===== src/rtl/seg7_pkg.sv =====
// Shared definitions for seven-segment display blocks: blanking constants,
// active-low hex glyph table and scan controller state type.
package seg7_pkg;

  localparam logic [6:0] SEG_OFF = 7'h7F;
  localparam logic [3:0] AN_OFF  = 4'hF;

  // Active-low {g,f,e,d,c,b,a} glyphs for hex digits 0..F
  localparam logic [6:0] HEX_SEG [16] = '{
    7'h40, 7'h79, 7'h24, 7'h30, 7'h19, 7'h12, 7'h02, 7'h78,
    7'h00, 7'h10, 7'h08, 7'h03, 7'h46, 7'h21, 7'h06, 7'h0E
  };

  typedef enum logic {
    IDLE,
    SCAN
  } state_t;

endpackage


===== src/rtl/hex_to_seg7.sv =====
// Combinational hex nibble to active-low seven-segment decoder.
module hex_to_seg7
  import seg7_pkg::*;
(
  input  logic [3:0] hex,
  output logic [6:0] seg
);

  assign seg = HEX_SEG[hex];

endmodule


===== src/rtl/seg7_scan_ctrl.sv =====
// Four-digit common-anode display scanner with per-slot blanking and
// frame-synchronous update of the displayed value.
module seg7_scan_ctrl
  import seg7_pkg::*;
#(
  parameter int DIV   = 50000,
  parameter int BLANK = 500
) (
  input  logic        clk,
  input  logic        rst_n,
  input  logic        en,
  input  logic        load,
  input  logic [15:0] digits_in,
  input  logic [3:0]  dp_mask_in,
  output logic [3:0]  an,
  output logic [6:0]  seg,
  output logic        dp,
  output logic [1:0]  sel,
  output logic        frame_tick
);

  localparam int CW = (DIV > 1) ? $clog2(DIV) : 1;
  localparam logic [CW-1:0] CNT_LAST = CW'(DIV - 1);

  state_t        state, state_n;
  logic [CW-1:0] cnt, cnt_n;
  logic [1:0]    sel_n;
  logic [15:0]   pend_d, act_d, act_d_n;
  logic [3:0]    pend_dp, act_dp, act_dp_n;

  logic [3:0]    nib;
  logic [6:0]    seg_dec;
  logic          scanning, slot_end, lit;
  logic [3:0]    an_n;
  logic [6:0]    seg_n;
  logic          dp_n, tick_n;

  hex_to_seg7 u_dec (
    .hex (nib),
    .seg (seg_dec)
  );

  always_comb begin
    nib      = act_d[{sel, 2'b00} +: 4];
    scanning = (state == SCAN) && en;
    slot_end = (cnt == CNT_LAST);
    lit      = scanning && (int'(cnt) >= BLANK);

    state_n  = state;
    cnt_n    = cnt;
    sel_n    = sel;
    act_d_n  = act_d;
    act_dp_n = act_dp;
    tick_n   = 1'b0;

    case (state)
      IDLE: begin
        cnt_n    = '0;
        sel_n    = '0;
        act_d_n  = pend_d;
        act_dp_n = pend_dp;
        if (en) state_n = SCAN;
      end
      SCAN: begin
        if (!en) begin
          state_n = IDLE;
          cnt_n   = '0;
          sel_n   = '0;
        end else if (slot_end) begin
          cnt_n = '0;
          sel_n = sel + 2'd1;
          // Frame boundary: commit pending data; a coincident load lands in pending
          if (sel == 2'd3) begin
            act_d_n  = pend_d;
            act_dp_n = pend_dp;
            tick_n   = 1'b1;
          end
        end else begin
          cnt_n = cnt + CW'(1);
        end
      end
      default: state_n = IDLE;
    endcase

    an_n  = lit ? ~(4'b0001 << sel) : AN_OFF;
    seg_n = lit ? seg_dec : SEG_OFF;
    dp_n  = lit ? ~act_dp[sel] : 1'b1;
  end

  always_ff @(posedge clk or negedge rst_n) begin
    if (!rst_n) state <= IDLE;
    else        state <= state_n;
  end

  always_ff @(posedge clk or negedge rst_n) begin
    if (!rst_n) begin
      cnt        <= '0;
      sel        <= '0;
      pend_d     <= '0;
      pend_dp    <= '0;
      act_d      <= '0;
      act_dp     <= '0;
      an         <= AN_OFF;
      seg        <= SEG_OFF;
      dp         <= 1'b1;
      frame_tick <= 1'b0;
    end else begin
      cnt        <= cnt_n;
      sel        <= sel_n;
      act_d      <= act_d_n;
      act_dp     <= act_dp_n;
      an         <= an_n;
      seg        <= seg_n;
      dp         <= dp_n;
      frame_tick <= tick_n;
      if (load) begin
        pend_d  <= digits_in;
        pend_dp <= dp_mask_in;
      end
    end
  end

endmodule

===== config.mk =====
export PLATFORM = sky130hd
export DESIGN_NAME = seg7_scan_ctrl
export DESIGN_NICKNAME = d
export VERILOG_FILES = /design/src/rtl/seg7_pkg.sv /design/src/rtl/hex_to_seg7.sv /design/src/rtl/seg7_scan_ctrl.sv
export SDC_FILE = /design/constraint.sdc
export NUM_CORES = 1
export LEC_CHECK = 0
export BUFFER_PORTS_ARGS = -buffer_cell sky130_fd_sc_hd__buf_4
export CAP_MARGIN = 20
export CELL_PAD_IN_SITES_DETAIL_PLACEMENT = 0
export CELL_PAD_IN_SITES_GLOBAL_PLACEMENT = 1
export CORE_AREA = 2 2 65 129
export CTS_BUF_LIST = sky130_fd_sc_hd__clkbuf_4
export CTS_CLUSTER_SIZE = 30
export DETAILED_ROUTE_END_ITERATION = 10
export DIE_AREA = 0 0 67 131
export PLACE_DENSITY = 0.78
export SYNTH_ARGS = -nofsm -noshare
export SYNTH_HDL_FRONTEND = slang
export SYNTH_SLANG_ARGS = --single-unit

===== constraint.sdc =====
create_clock -name clk -period 1.95 [get_ports clk]
set_input_delay 0.195 -clock clk [delete_from_list [all_inputs] [get_ports clk]]
set_output_delay 0.195 -clock clk [all_outputs]
set_load 0.005 [all_outputs]

=== After elaboration in Yosys (flattened, before gate mapping) ===
Memory sizes are Yosys's and may differ from the RTL's.
Cells that the tools add are included.

* Register bits: 72
* Bits in read-only memories: 112
* Input port bits: 24
* Output and inout port bits: 15
* Logic and storage cells: 58
* Memories: 1

{| class="wikitable"
|+ Memories
! name !! depth !! width !! read ports !! clocked after memory_dff !! write ports !! line !! text
|-
| (name not given) || 16 || 7 || 1 || 0 || 0 || hex_to_seg7.sv:9 || <nowiki>assign seg = HEX_SEG[hex];</nowiki>
|}

* Add/sub/neg operators: 2
* $lt $le $gt $ge: 3
* Equal/unequal tests: 6
* Shifts and indexed selects: 2
* Multiplexer cells: 26
* Bitwise logic cells: 4
* Reductions and logical operators: 3

{| class="wikitable"
|+ Operators by type and width
! operator !! number
|-
| two-way mux 16 bit || 5
|-
| one-hot mux 16 bit (2 select lines) || 2
|-
| two-way mux 7 bit || 3
|-
| adder 16 x 1 -> 16 bit (second input constant) || 1
|-
| == test 16 bit (second input constant) || 1
|-
| >= comparator 16 x 9 -> 1 bit (second input constant) || 1
|-
| two-way mux 4 bit || 4
|-
| indexed part select 16 x 5 -> 4 bit || 1
|-
| one-hot mux 4 bit (2 select lines) || 1
|-
| two-way mux 1 bit || 7
|-
| >= comparator 5 bit (second input constant) || 1
|-
| NOT 4 -> 5 bit || 1
|-
| two-way mux 2 bit || 2
|-
| inequality test 2 x 1 -> 1 bit (second input constant) || 2
|-
| NOT 4 bit || 1
|-
| one-hot mux 2 bit (2 select lines) || 1
|-
| << shifter 1 x 2 -> 4 bit (first input constant) || 1
|-
| < comparator 2 x 3 -> 1 bit (second input constant) || 1
|-
| inequality test 3 x 2 -> 1 bit (second input constant) || 1
|-
| AND reduction 3 bit || 1
|-
| adder 2 x 1 -> 2 bit (second input constant) || 1
|-
| binary-select mux 1 bit (select 2 bit) || 1
|-
| == test 2 bit (second input constant) || 1
|-
| logical AND 1 bit || 2
|-
| other kinds (2) || 3
|}

=== Longest topological paths before layout ===
Gate-level depths: netlist of run 1.

* Word-level depth: 6
* Mapped depth: 7
* Depth with buffers taken out: 6

=== Modules after synthesis ===
Synthesis of run 1 repeated with hierarchy kept, for this count alone.

* Cell total of the unflattened synthesis: 258
* Area total of the unflattened synthesis: 3293.2 um^2

{| class="wikitable"
|+ Modules (own cells, without submodules)
! module !! instances !! cells each !! area each (um^2) !! seq. area each (um^2)
|-
| seg7_scan_ctrl || 1 || 222 || 3036.7 || 1816.7
|-
| hex_to_seg7 || 1 || 36 || 256.5 || 0.0
|}

=== Worst setup path before layout of run 1 ===
No wires, ideal clock.

* Path kind: register to register
* From: register cnt[10]
* To: register act_d[0]
* Library setup time: 0.125 ns
* Data arrival time: 1.960 ns
* Required time: 1.825 ns
* Path slack: -0.135 ns
* Cell stages (with the launch flop): 6
* Path buffers: 1
* Period minus slack after synthesis: 2.085 ns
* Cells stage by stage: dfrtp_1 -> or4_4 -> nor4_4 -> a31o_4 -> buf_12 -> mux2_4

* Word-level cells in the longest chain between the ends: 3

{| class="wikitable"
|+ Ends and longest elaborated chain
! item !! line !! text
|-
| start: declaration || seg7_scan_ctrl.sv:26 || <nowiki>logic [CW-1:0] cnt, cnt_n;</nowiki>
|-
| start signal: assignment || seg7_scan_ctrl.sv:108 || <nowiki>cnt <= cnt_n;</nowiki>
|-
| == test 16 bit || seg7_scan_ctrl.sv:46 || <nowiki>slot_end = (cnt == CNT_LAST);</nowiki>
|-
| inequality test 2 x 1 -> 1 bit (no source line) || n/a ||
|-
| AND reduction 3 bit (no source line) || n/a ||
|-
| end signal: assignment || seg7_scan_ctrl.sv:110 || <nowiki>act_d <= act_d_n;</nowiki>
|-
| end: declaration || seg7_scan_ctrl.sv:28 || <nowiki>logic [15:0] pend_d, act_d, act_d_n;</nowiki>
|}

No other way between the ends.
A chain may end at the register's enable or synchronous reset.

=== Final worst setup path of run 1 ===
* From: register cnt[11]
* To: register act_d[10]

Same word-level chain as after synthesis.

==> results.toml, run 1 <==
[critical_path]
reg2reg_to = "act_d[10]"
crit_end = "act_d[10]"
end_kind = "flop"
required_ns = 2.26
critPathKind = "flop to flop"
reg2reg_from = "cnt[11]"
crit_fanout = 8
startpoint_type = "flop"
worstSetupStartpoint = "cnt[11]"
reg2reg_setup_slack_ns = -0.10
crit_arrival_ns = 2.36
reg2regPathDepth = 5

[die]
rows = 46
core-area_sq_mm = 0.00783
die-height_um = 131
die_x_um = 67
ios = 39
initial_core_util_pct = 43.6
dieArea_sq_mm = 0.00878

[grt]
grt_pass1_vias = 2221
overflow = 0
grt_use_total_pct = 15.6
grt_pass1_wl_um = 10100
antenna_found_initial = 0
busiest_layer = "met2"
use_met3_pct = 4.02
grtUsageMet1_pct = 19.2
met2_usage_pct = 24.9
grt_max_degree = 42

[sta]
fin_crit_sh_pct = 105
slew_headroom_pct = 66.7
fin_crit_ns = 2.05
drv_slew = 0
fmax_ghz = 0.487
setup_viol = 20
rsz0062_at_grt = "true"
clock_skew_ns = 0.0136
setup_slack_ns = -0.102
worst_pin_slew_ns = 0.500
finalHoldViolCount = 0

[place]
place.gp.congestion = 0.802
dp_slack_ns = -0.0535
placed_cells = 402
postPlaceCellArea_sq_mm = 0.00392
io_buffers = 38
post-dp-hpwl_um = 4320

[pwr]
p_total_mw = 3.18
ir_worst_vdd_mv = 0.484
p_sw_uw = 769
p_comb_share_pct = 15.1
p_seq_share_pct = 52.8
p_per_area_mw_per_mm2 = 731
clock_power_share_pct = 32.2
internal-power_mw = 2.41
p_leak_nw = 1.88
switching_share_pct = 24.2

[cts]
clk_path_buf_depth = 2
clk_latency_ns = 0.41
numCtsBuffers = 9
cts.clk_slew.worst_paths_ns = 0.12
cts_tree = "yes"
cts-root-buf = "clkbuf_4"
htreeDepth = 3
clock_sinks = 72

[flow_run]
maxCapViolCount = 0

[synth]
syn_nets = 294
yosysMostFrequentCell = "dfrtp_1"
synth_common_cells = "60 x dfrtp_1, 21 x mux2_2, 21 x nor2_1"
synth-seq-area-share_pct = 53.2
ys.flop_type = "dfrtp_1"
async_flop_share_pct = 100
synth_top_area_cell = "dfrtp_1"
syn_area_per_cell_sq_um = 13.2
synth_area_leaders = "dfrtp_1 44%, dfstp_2 9.2%, mux2_4 8.8%, mux2_2 6.9%, ha_1 4.4%"
synth_cell_types = 41
syn_inst = 258
syn-cell-area_sq_mm = 0.00341
yosys_warnings = 0
synth_top_area_share_pct = 44.0
ys_seq_elements = 72
synth_edf_count = 0

[routing]
drc_errors = 0
antenna_left = 0
routed_wl_um = 6060
drt-initial-drc-count = 123
first_pass_iters = 4
vias = 2192
avgViaCountPerCell = 4.95
wire_per_inst_um = 13.7

[worst_hold_path]
worstHoldPathType = "input port to async pin"

[layout]
drive_gt1_share_pct = 42.4
diodes = 0
fin_area_sq_mm = 0.00435
nFillCells = 687
fin_cells = 443
nets = 378
area_growth_pct = 27.4

[outcome]
status = "finished, violations left"
violations = "setup timing"
[logic make-up (layout without fill, tap and decap cells)]
family | after synthesis | in the layout | synth area share (%)
buffers and inverters | 22 | 111 | 3.56
XOR/XNOR | 18 | 18 | 4.62
AO/OA/AOI/OAI | 16 | 16 | 3.30
adder cells (fa/ha/maj) | 12 | 12 | 4.40
flip-flops | 72 | 72 | 53.2
multiplexers | 48 | 48 | 20.0
AND/OR/NAND/NOR | 70 | 70 | 10.9
[layout by cell type (no fill, tap or decap), types with 4 or more instances in the layout]
| cell | synthesis | final |
|---|---|---|
| nand2_1 | 15 | 15 |
| nand3_1 | 6 | 6 |
| mux4_2 | 6 | 6 |
| nand4_1 | 4 | 4 |
| buf_4 | 1 | 58 |
| dlygate4sd3_1 | 0 | 22 |
| nor3_1 | 4 | 4 |
| nor4_1 | 4 | 4 |
| xnor2_1 | 12 | 12 |
| inv_1 | 11 | 11 |
| mux2_2 | 21 | 21 |
| dfrtp_1 | 60 | 59 |
| xor2_1 | 6 | 6 |
| mux2_4 | 20 | 20 |
| ha_1 | 12 | 12 |
| nor2_1 | 21 | 21 |
| dfstp_2 | 12 | 12 |
| clkbuf_4 | 0 | 9 |
[state kept, by name, summed over array words and instances, names as in the netlist]
| register | cells |
|---|---|
| dp | 1 |
| pend_d | 16 |
| act_d | 16 |
| sel | 2 |
| frame_tick | 1 |
| seg | 7 |
| pend_dp | 4 |
| state | 1 |
| an | 4 |
| cnt | 16 |
| act_dp | 4 |
[critical path, cell delays in order, from the launching register on]
cell and delay [ns]:
dfrtp_1 0.40, or4_4 0.56, nor4_4 0.27, a31o_4 0.25, clkbuf_16 0.17, mux2_4 0.29
[routing by layer]
layer,up-vias,wire (um)
met3,4,253
met2,50,3070
met1,1067,2670
li1,1071,-
met4,0,68
met5,-,0
[power groups by stage]
stage | Clock (mW) | Sequential (mW) | Combinational [mW]
finish | 1.02 | 1.68 | 0.478
global route | 1.11 | 1.69 | 0.527
CTS | 1.06 | 1.68 | 0.471
detailed placement | 0 | 1.71 | 0.434
global placement | 0 | 1.70 | 0.417
floorplan | 0 | 1.68 | 0.317
[timing repair]
item                                    CTS  global route
hold buffers                             22             0
setup buffers                             0             2
endpoints found under the hold margin    52             0
resized for setup                         1             3
pin swaps                                 0             3
endpoints found under the setup margin   21            40
cloned                                    0             1
[layout make-up]
| cell class | instances | area [sq um] | share of cell area [%] |
|---|---|---|---|
| inverters | 11 | 41.3 | 0.950 |
| repair buffers | 84 | 732 | 16.8 |
| flip-flops and latches | 72 | 1820 | 41.8 |
| clock inverters | 7 | 86.3 | 1.99 |
| multi-input cells | 164 | 1480 | 34.1 |
| well taps | 96 | 120 | 2.76 |
| clock buffers | 9 | 67.6 | 1.55 |
[worst min path at each step]
| stage | start | endpoint | slack [ns] | cells past startpoint |
|---|---|---|---|---|
| detailed placement | rst_n | cnt[13] | 0.16 | 1 |
| CTS | rst_n | cnt[13] | 0.21 | 2 |
| global placement | rst_n | cnt[12] | 0.16 | 1 |
| floorplan | rst_n | act_d[0] | -0.10 | 0 |
| finish | rst_n | cnt[13] | 0.23 | 2 |
| global route | load | pend_d[11] | 0.22 | 2 |
[through the flow]
step	util, %	TNS [ns]	hold WS, ns
2_1_floorplan	-	-2.13	-0.101
3_3_place_gp	50.1	-0.297	0.161
3_5_place_dp	50.1	-0.641	0.158
4_1_cts	54.9	-1.23	0.205
5_1_grt	55.5	-3.10	0.218
6_report	55.5	-1.60	0.231
No activity file was read; power rests on OpenSTA's default activity.
==> run 2, diff against run 1 <==
CAP_MARGIN = 25   (was 20)
CELL_PAD_IN_SITES_DETAIL_PLACEMENT = 1   (was 0)
CORE_AREA = 2 2 91 93   (was 2 2 65 129)
DIE_AREA = 0 0 93 95   (was 0 0 67 131)
PLACE_DENSITY = 0.77   (was 0.78)
==> results.toml, run 2 (synthesized netlist as in run 1, its figures left out) <==
[outcome]
status = "finished, violations left"
violations = "setup timing"

[sta]
drv_slew = 0
rsz0062_at_grt = "true"
fin_crit_ns = 2.04
slew_headroom_pct = 70.5
fmax_ghz = 0.489
fin_crit_sh_pct = 105
clock_skew_ns = 0.0153
finalHoldViolCount = 0
setup_slack_ns = -0.0931
worst_pin_slew_ns = 0.443
tns_ns = -1.30
setup_viol = 20

[pwr]
p_leak_nw = 1.88
p_per_area_mw_per_mm2 = 690
ir_worst_vdd_mv = 0.504
p_total_mw = 3.02

[place]
post-dp-hpwl_um = 4970
place.gp.congestion = 0.795
placed_cells = 414
io_buffers = 38

[grt]
grt_pass1_wl_um = 12600
overflow = 0
grt_max_degree = 40
antenna_found_initial = 0
grt_use_total_pct = 18.9
grt_pass1_vias = 2496

[cts]
cts_tree = "yes"
clock_sinks = 72
cts.clk_slew.worst_paths_ns = 0.12
htreeDepth = 3
clk_latency_ns = 0.42
numCtsBuffers = 9
cts-root-buf = "clkbuf_4"
clk_path_buf_depth = 2

[die]
die-height_um = 95
core-area_sq_mm = 0.00793
rows = 33
initial_core_util_pct = 43.0
dieArea_sq_mm = 0.00884
ios = 39
die_x_um = 93

[routing]
avgViaCountPerCell = 4.99
routed_wl_um = 7640
drt-initial-drc-count = 92
first_pass_iters = 4
vias = 2272
antenna_left = 0
drc_errors = 0
wire_per_inst_um = 16.8

[critical_path]
critPathMaxStageDelay_ns = 0.54
required_ns = 2.25
worstPathCellList = "or4bb_1 > nor4_4 > a31o_4 > buf_12 > mux2_4"
critPathTopFamily = "simple AND/OR/NAND/NOR gates"
crit_arrival_ns = 2.35
end_kind = "flop"
critical_path_buf_inv_count = 1
crit_fanout = 10
critPathKind = "flop to flop"
startpoint_type = "flop"
crit_slowest_cell = "or4bb_1"

[layout]
area_growth_pct = 28.2
nets = 381
finish.utilization_pct = 55.2
most-common-layout-cells = "60 x buf_4, 59 x dfrtp_1, 22 x dlygate4sd3_1"
largestRegisters = "act_d (16), cnt (16), pend_d (16)"
fin_cells = 455
final_common_cell = "buf_4"
drive_gt1_share_pct = 44.0
diodes = 0

[worst_hold_path]
worstHoldPathType = "input port to flop"

[flow_run]
maxCapViolCount = 0
-- run 2: cell type report --
cell class                 instances  area, sq um
fill                             819         3550
clock inverter                     4         22.5
clock buffer                      12         90.1
multi-input combinational        165         1520
sequential                        72         1820
timing repair buffer              86          749
tap                              105          131
inverter                          11         41.3
-- run 2: routing by layer --
metal  GRT usage [%]  routed length [um]
met1            23.4                3420
met2            32.6                3860
met3            4.31                 222
met4            6.86                 141
met5               0                   0
-- run 2: where the power goes --
part,switching [mW],internal (mW)
clock network,0.524,0.300
registers,0.0863,1.60
logic,0.202,0.306
total,0.812,2.21
-- run 2: what timing repair did --
action / in CTS / in global routing
resized for setup: 2 / 7
buffers inserted: 1 / 0
gates cloned: 1 / 1
pin swaps: 0 / 1
hold buffers: 22 / 0
endpoints found under the setup margin: 23 / 40
hold endpoints to repair: 44 / 0
-- run 2: final timing paths --
path,startpoint,endpoint,slack (ns),cells past startpoint
worst max-delay path,cnt[5],act_d[15],-0.09,5
worst min-delay path,load,pend_d[7],0.25,2
worst max register to register,cnt[5],act_d[15],-0.09,5
worst min register to register,pend_d[8],act_d[8],0.52,1
max in group asynchronous,rst_n,seg[6],1.09,3
min in group asynchronous,rst_n,sel[1],0.26,2
-- run 2: stage by stage --
step / hold WS, ns / setup WS (ns) / area (sq um)
2_1_floorplan: -0.101 / -0.107 / 3410
3_3_place_gp: 0.171 / -0.0240 / 3950
3_5_place_dp: 0.176 / -0.0583 / 3950
4_1_cts: 0.217 / -0.0637 / 4320
5_1_grt: 0.223 / -0.147 / 4370
6_report: 0.246 / -0.0931 / 4370
